**src/rtl/dot_pkg.sv**
```systemverilog
// Shared types and helpers for the streaming dot-product engine.
package dot_pkg;

    typedef enum logic [2:0] {IDLE, LOAD_A, LOAD_B, MAC, DONE} state_t;

    localparam int MAX_W = 128;

    function automatic int acc_w(input int data_w, input int len_w);
        return 2 * data_w + len_w;
    endfunction

    // Fill every bit at or above position w with the sign bit (sgn=1) or zero.
    function automatic logic [MAX_W-1:0] extend(input logic [MAX_W-1:0] v,
                                                input int w, input logic sgn);
        logic [MAX_W-1:0] mask;
        logic [MAX_W-1:0] sh;
        mask = {MAX_W{1'b1}} << w;
        sh   = v >> (w - 1);
        return (sgn & sh[0]) ? (v | mask) : (v & ~mask);
    endfunction

endpackage

```
**src/rtl/dot_mac_unit.sv**
```systemverilog
// Combinational multiply-accumulate step: acc + ext(a*b), with wrap detection.
module dot_mac_unit
    import dot_pkg::*;
#(
    parameter int DATA_W = 8,
    parameter int ACC_W  = 24,
    parameter int SIGNED = 0
) (
    input  logic [DATA_W-1:0] i_a,
    input  logic [DATA_W-1:0] i_b,
    input  logic [ACC_W-1:0]  i_acc,
    output logic [ACC_W-1:0]  o_sum,
    output logic              o_ovf
);

    localparam int   PW  = 2 * DATA_W;
    localparam logic SGN = (SIGNED != 0);

    logic [PW-1:0]    w_a_x;
    logic [PW-1:0]    w_b_x;
    logic [PW-1:0]    w_prod;
    logic [ACC_W-1:0] w_addend;
    logic [ACC_W:0]   w_full;
    logic             w_sovf;

    // Operands are pre-extended to 2*DATA_W so one unsigned multiplier
    // yields the correct low bits for both signed and unsigned modes.
    assign w_a_x    = {{DATA_W{SGN & i_a[DATA_W-1]}}, i_a};
    assign w_b_x    = {{DATA_W{SGN & i_b[DATA_W-1]}}, i_b};
    assign w_prod   = w_a_x * w_b_x;
    assign w_addend = ACC_W'(extend(MAX_W'(w_prod), PW, SGN));

    assign w_full = {1'b0, i_acc} + {1'b0, w_addend};
    assign o_sum  = w_full[ACC_W-1:0];
    assign w_sovf = (i_acc[ACC_W-1] == w_addend[ACC_W-1]) &&
                    (o_sum[ACC_W-1] != i_acc[ACC_W-1]);
    assign o_ovf  = SGN ? w_sovf : w_full[ACC_W];

endmodule

```
**src/rtl/dot_product_engine.sv**
```systemverilog
// Serial dot-product engine: streams A,B operand pairs over ready/valid and accumulates A*B.
module dot_product_engine
    import dot_pkg::*;
#(
    parameter int DATA_W = 8,
    parameter int LEN_W  = 8,
    parameter int ACC_W  = dot_pkg::acc_w(DATA_W, LEN_W),
    parameter int SIGNED = 0
) (
    input  logic              clk,
    input  logic              rst,
    input  logic              start,
    input  logic [LEN_W-1:0]  vec_len,
    input  logic              stop,
    input  logic [DATA_W-1:0] data_in,
    input  logic              in_valid,
    output logic              in_ready,
    output logic [ACC_W-1:0]  result,
    output logic              done,
    output logic              overflow,
    output logic              busy
);

    state_t             r_state;
    state_t             w_nxt;
    logic [ACC_W-1:0]   r_acc;
    logic [ACC_W-1:0]   r_result;
    logic [LEN_W-1:0]   r_cnt;
    logic [DATA_W-1:0]  r_a;
    logic [DATA_W-1:0]  r_b;
    logic               r_ovf;

    logic               w_in_ready;
    logic               w_xfer;
    logic               w_start_ok;
    logic               w_len_zero;
    logic               w_last;
    logic [ACC_W-1:0]   w_sum;
    logic               w_ovf;

    dot_mac_unit #(
        .DATA_W (DATA_W),
        .ACC_W  (ACC_W),
        .SIGNED (SIGNED)
    ) u_mac (
        .i_a   (r_a),
        .i_b   (r_b),
        .i_acc (r_acc),
        .o_sum (w_sum),
        .o_ovf (w_ovf)
    );

    assign w_in_ready = (r_state == LOAD_A) || (r_state == LOAD_B);
    // A transfer coinciding with stop is dropped.
    assign w_xfer     = in_valid && w_in_ready && !stop;
    assign w_start_ok = start && ((r_state == IDLE) || (r_state == DONE));
    assign w_len_zero = (vec_len == '0);
    assign w_last     = (r_cnt == LEN_W'(1));

    always_comb begin
        w_nxt = r_state;
        case (r_state)
            IDLE, DONE: if (start) w_nxt = w_len_zero ? DONE : LOAD_A;
            LOAD_A: begin
                if (stop)        w_nxt = DONE;
                else if (w_xfer) w_nxt = LOAD_B;
            end
            LOAD_B: begin
                if (stop)        w_nxt = DONE;
                else if (w_xfer) w_nxt = MAC;
            end
            MAC:     w_nxt = (w_last || stop) ? DONE : LOAD_A;
            default: w_nxt = IDLE;
        endcase
    end

    always_ff @(posedge clk) begin
        if (rst) begin
            r_state  <= IDLE;
            r_acc    <= '0;
            r_result <= '0;
            r_cnt    <= '0;
            r_a      <= '0;
            r_b      <= '0;
            r_ovf    <= 1'b0;
        end else begin
            r_state <= w_nxt;
            if (w_start_ok) begin
                r_acc <= '0;
                r_ovf <= 1'b0;
                r_cnt <= vec_len;
                if (w_len_zero) r_result <= '0;
            end
            case (r_state)
                LOAD_A: begin
                    if (stop) begin
                        r_result <= r_acc;
                        r_a      <= '0;
                    end else if (w_xfer) begin
                        r_a <= data_in;
                    end
                end
                LOAD_B: begin
                    if (stop) begin
                        r_result <= r_acc;
                        r_a      <= '0;
                    end else if (w_xfer) begin
                        r_b <= data_in;
                    end
                end
                MAC: begin
                    r_acc <= w_sum;
                    r_cnt <= r_cnt - LEN_W'(1);
                    if (w_ovf)         r_ovf    <= 1'b1;
                    if (w_nxt == DONE) r_result <= w_sum;
                end
                default: ;
            endcase
        end
    end

    assign in_ready = w_in_ready;
    assign result   = r_result;
    assign done     = (r_state == DONE);
    assign overflow = r_ovf;
    assign busy     = (r_state != IDLE) && (r_state != DONE);

endmodule

```
**config.mk**
```make
export PLATFORM = sky130hd
export DESIGN_NAME = dot_product_engine
export DESIGN_NICKNAME = d
export VERILOG_FILES = /design/src/rtl/dot_pkg.sv /design/src/rtl/dot_mac_unit.sv /design/src/rtl/dot_product_engine.sv
export SDC_FILE = /design/constraint.sdc
export NUM_CORES = 1
export LEC_CHECK = 0
export CORE_ASPECT_RATIO = 1.1
export CORE_MARGIN = 3
export CORE_UTILIZATION = 40
export DETAILED_ROUTE_END_ITERATION = 7
export MAX_ROUTING_LAYER = met4
export PLACE_DENSITY_LB_ADDON = 0.25
export RECOVER_POWER = 25
export REMOVE_ABC_BUFFERS = 1
export SLEW_MARGIN = 10
export SYNTH_ARGS = -nofsm -noshare
export SYNTH_HDL_FRONTEND = slang
export SYNTH_HIERARCHICAL = 1
export SYNTH_SLANG_ARGS = --single-unit
export TNS_END_PERCENT = 50
```
**constraint.sdc**
```tcl
create_clock -name clk -period 5.1 [get_ports clk]
set_clock_uncertainty 0.05 [all_clocks]
set_input_delay 1.02 -clock clk [delete_from_list [all_inputs] [get_ports clk]]
set_output_delay 1.02 -clock clk [all_outputs]
set_load 0.005 [all_outputs]
```
==> summary.txt <==
Cells and area
  • Filler Cells Inserted: 1436
  • Final nets: 871
  • Ant diodes: 0
  • FF+latch area: 1540 µm²
  • Layout cells sized above 1: 6.82%
  • Multi-input logic area: 3980 µm²
  • P&R area growth vs syn: 14.6%

Global routing
  • Vias in the first global route: 5063
  • GRT Overall Usage: 19.3%
  • Global route overflow: 0
  • Largest net degree at the start of global routing: 36
  • Antenna violations before repair: 0
  • First-pass GRT wire length: 24800 µm

Power
  • Static leakage: 0.00338 µW
  • Comb power frac: 6.9%
  • Worst vdd ir: 0.199 mV
  • Flop pwr share: 47.8%
  • PwrDens: 183 nW/µm²
  • Clk pwr share: 45.3%
  • Switching power share of the total: 24.8%
  • Internal power: 962 µW
  • Total power: 1280 µW
  • Psw: 317 µW

Routing
  • Routed Wire Length: 14800 µm
  • Vias/cell: 5.36
  • Detail Route Antenna Nets: 0
  • Post-DR wirelength/cell: 15.5 µm
  • Via count: 5114
  • DRT iter0 DRCs: 322
  • First-pass iteration count of the detailed router: 6
  • DRC violations left: 0

STA
  • Fmax: 206 MHz
  • # setup viols final: 0
  • Setup TNS: 0 ns
  • RSZ-0062 raised after global routing: no
  • Fin. max-slew vios: 0
  • Final hold vios: 0
  • Tcrit/Tclk final: 95.2%
  • Worst-margin pin slew: 1.21 ns
  • Max-slew headroom: 19.2%
  • Final Critical Period: 4.85 ns

Yosys
  • Top cell type's share of synthesized area: 24.9%
  • Async SR Flop Fraction: 0%
  • Cell taking the most area after synthesis: dfxtp_1
  • Yosys reg bits: 76
  • Post-synth EDFFs: 0
  • Mapped Area: 6110 µm²
  • Synthesized area per cell: 8.49 µm²
  • Main flop type after synthesis: dfxtp_1
  • Top post-synthesis cells by area: dfxtp_1 (25%), fa_1 (16%), ha_1 (8.8%)
  • Synth warn: 6
  • Synth cell types: 63
  • Post-synthesis instance total: 719
  • Seq/Total Area, Yosys: 24.9%

Clock network
  • Htree depth: 3
  • Hold_buf cts: 0
  • Worst-path clk slew: 0.06 ns
  • Clk Tree Root Cell: clkbuf_16
  • Sink Count: 76
  • Num CTS Buffers: 9
  • CTS Buffer Depth: 2
  • TritonCTS clock tree: yes
  • Clock latency on the worst-skew pair: 0.34 ns
  • # Post-CTS Setup Buffers: 0

Run
  • Max-Cap Viols: 0

Worst setup path
  • Crit-path cells: nand2_1 > fa_1 > fa_1 > inv_1 > fa_1 > inv_1 > fa_1 > inv_1 > ha_1 > o211ai_1 > o21ai_1 > nand3_1 > o311ai_4 > a21oi_1 > xnor2_1 > a222oi_1 > inv_1
  • Slowest CP cell: fa_1
  • WP data required: 5.28 ns
  • WP buf/inv: 4
  • Top Family by Delay on Critical Path: adder cells
  • Critical Path AT: 5.03 ns
  • Crit. End Element: flop
  • Startpoint class of the critical path: flop
  • Crit Path Max Fanout: 9
  • Setup CP Type: flop to flop
  • Crit path largest cell delay: 0.54 ns

Worst hold path
  • Class of the worst hold path: flop to flop

Outcome
  • Status: finished, final reports clean

Die
  • Io pins: 49
  • Die Width: 124 µm
  • Die H: 136 µm
  • Row Count: 46
  • Initial Util: 41.6%
  • Die Area: 16800 µm²
  • Core area: 14700 µm²

Placement
  • Final Wtd Congestion: 0.836
  • IO Port Bufs: 48
  • Final HPWL DP: 11200 µm
[final timing paths]
path / from / end / slack, ns / cells past startpoint
setup / recovery: r_b[7] / result[20] / 0.25 / 17
hold / removal: result[18] / result[18] / 0.43 / 2
setup reg to reg: r_b[7] / result[20] / 0.25 / 17
hold reg to reg: result[18] / result[18] / 0.43 / 2
[stage by stage]
step / hold slack, ns / cells / setup slack [ns] / cell area (µm²) / utilization (%)
floorplan: 0.408 / 689 / 0.519 / 5920 / -
global placement: 0.422 / 938 / 0.226 / 6700 / 45.7
detailed placement: 0.425 / 938 / 0.144 / 6700 / 45.7
CTS: 0.437 / 954 / 0.118 / 6970 / 47.5
global route: 0.451 / 954 / 0.0111 / 7000 / 47.7
finish: 0.427 / 954 / 0.246 / 7000 / 47.7
[layer usage]
layer	up-vias	GRT usage [%]	wire length, µm	part of all wire, %
met5	-	-	0	0
met4	0	6.28	274	1.9
met3	20	3.22	705	4.8
met2	124	33.1	7560	51
met1	2490	22.9	6220	42
li1	2480	-	-	-
[worst register-to-register path: stages (launching register included)]
cell and delay (ns):
dfxtp_2 0.38, nand2_1 0.09, fa_1 0.52, fa_1 0.54, inv_1 0.06, fa_1 0.53, inv_1 0.05, fa_1 0.52
inv_1 0.04, ha_1 0.34, o211ai_1 0.13, o21ai_1 0.24, nand3_1 0.19, o311ai_4 0.36, a21oi_1 0.16, xnor2_1 0.17
a222oi_1 0.30, inv_1 0.07
[state kept, by name, indices dropped and copies added (netlist names)]
name,cells
r_state,3
r_a,8
result,24
r_acc,24
r_b,8
overflow,1
r_cnt,8
[Yosys cell counts, types with 3 or more instances]
cell type	n
a211oi_1	3
a21o_1	6
a21oi_1	29
a222oi_1	13
a22oi_1	34
a31oi_1	4
and2_1	47
buf_2	3
buf_6	5
clkbuf_1	19
dfxtp_1	76
fa_1	50
ha_1	43
inv_1	114
mux2i_1	8
nand2_1	71
nand2b_1	5
nand3_1	23
nand3b_1	3
nand4_1	3
nor2_1	64
nor2b_1	3
nor3_1	4
nor4_1	3
o211ai_1	5
o21a_1	4
o21ai_0	21
o21ai_1	3
xnor2_1	8
xor2_1	6
[power by group through the flow]
stage	Sequential [µW]	Combinational [µW]	Clock, µW
after global routing	613	96.9	627
after detailed placement	625	90.3	0
after global placement	624	88.5	0
after CTS	611	90.6	603
after floorplan	621	40.4	0
final	612	88.3	580
[kinds of logic (layout without fill, tap and decap cells)]
group / count (synthesis) / after routing / synth area share [%]
xor gates and xnor gates: 14 / 14 / 2.01
muxes: 9 / 9 / 1.50
DFF: 76 / 76 / 24.9
adders and majority gates: 93 / 93 / 25.2
AOI/OAI and AO/OA: 141 / 141 / 16.8
and+or+nand+nor: 242 / 242 / 19.6
buffers and inverters: 144 / 187 / 10.0
[timing repair]
item | CTS | global route
endpoints found under the setup margin | 0 | 8
hold endpoints to repair | 0 | 0
resized for setup | 0 | 16
[final cells by class]
class                      count  area share, %
timing repair buffer          57           7.76
tap                          192           3.43
inverter                     114           6.11
clock inverter                 7          0.626
sequential                    76           22.0
multi-input combinational    499           56.9
clock buffer                   9           3.22
[layout by cell type (no fill, tap or decap), types with 4 or more instances in the layout]
master,netlist,layout
a21o_1,6,6
a21oi_1,29,27
a222oi_1,13,13
a22oi_1,34,34
a31oi_1,4,4
and2_1,47,47
buf_4,0,9
clkbuf_16,0,9
clkdlybuf4s50_1,0,25
clkinv_2,0,4
dfxtp_1,76,64
dfxtp_2,0,12
dlygate4sd3_1,0,22
fa_1,50,50
ha_1,43,43
inv_1,114,114
mux2i_1,8,8
nand2_1,71,71
nand2b_1,5,5
nand3_1,23,23
nor2_1,64,64
nor3_1,4,4
o211ai_1,5,5
o21a_1,4,4
o21ai_0,21,21
xnor2_1,8,8
xor2_1,6,6
Power figures use the tool's default switching activity.
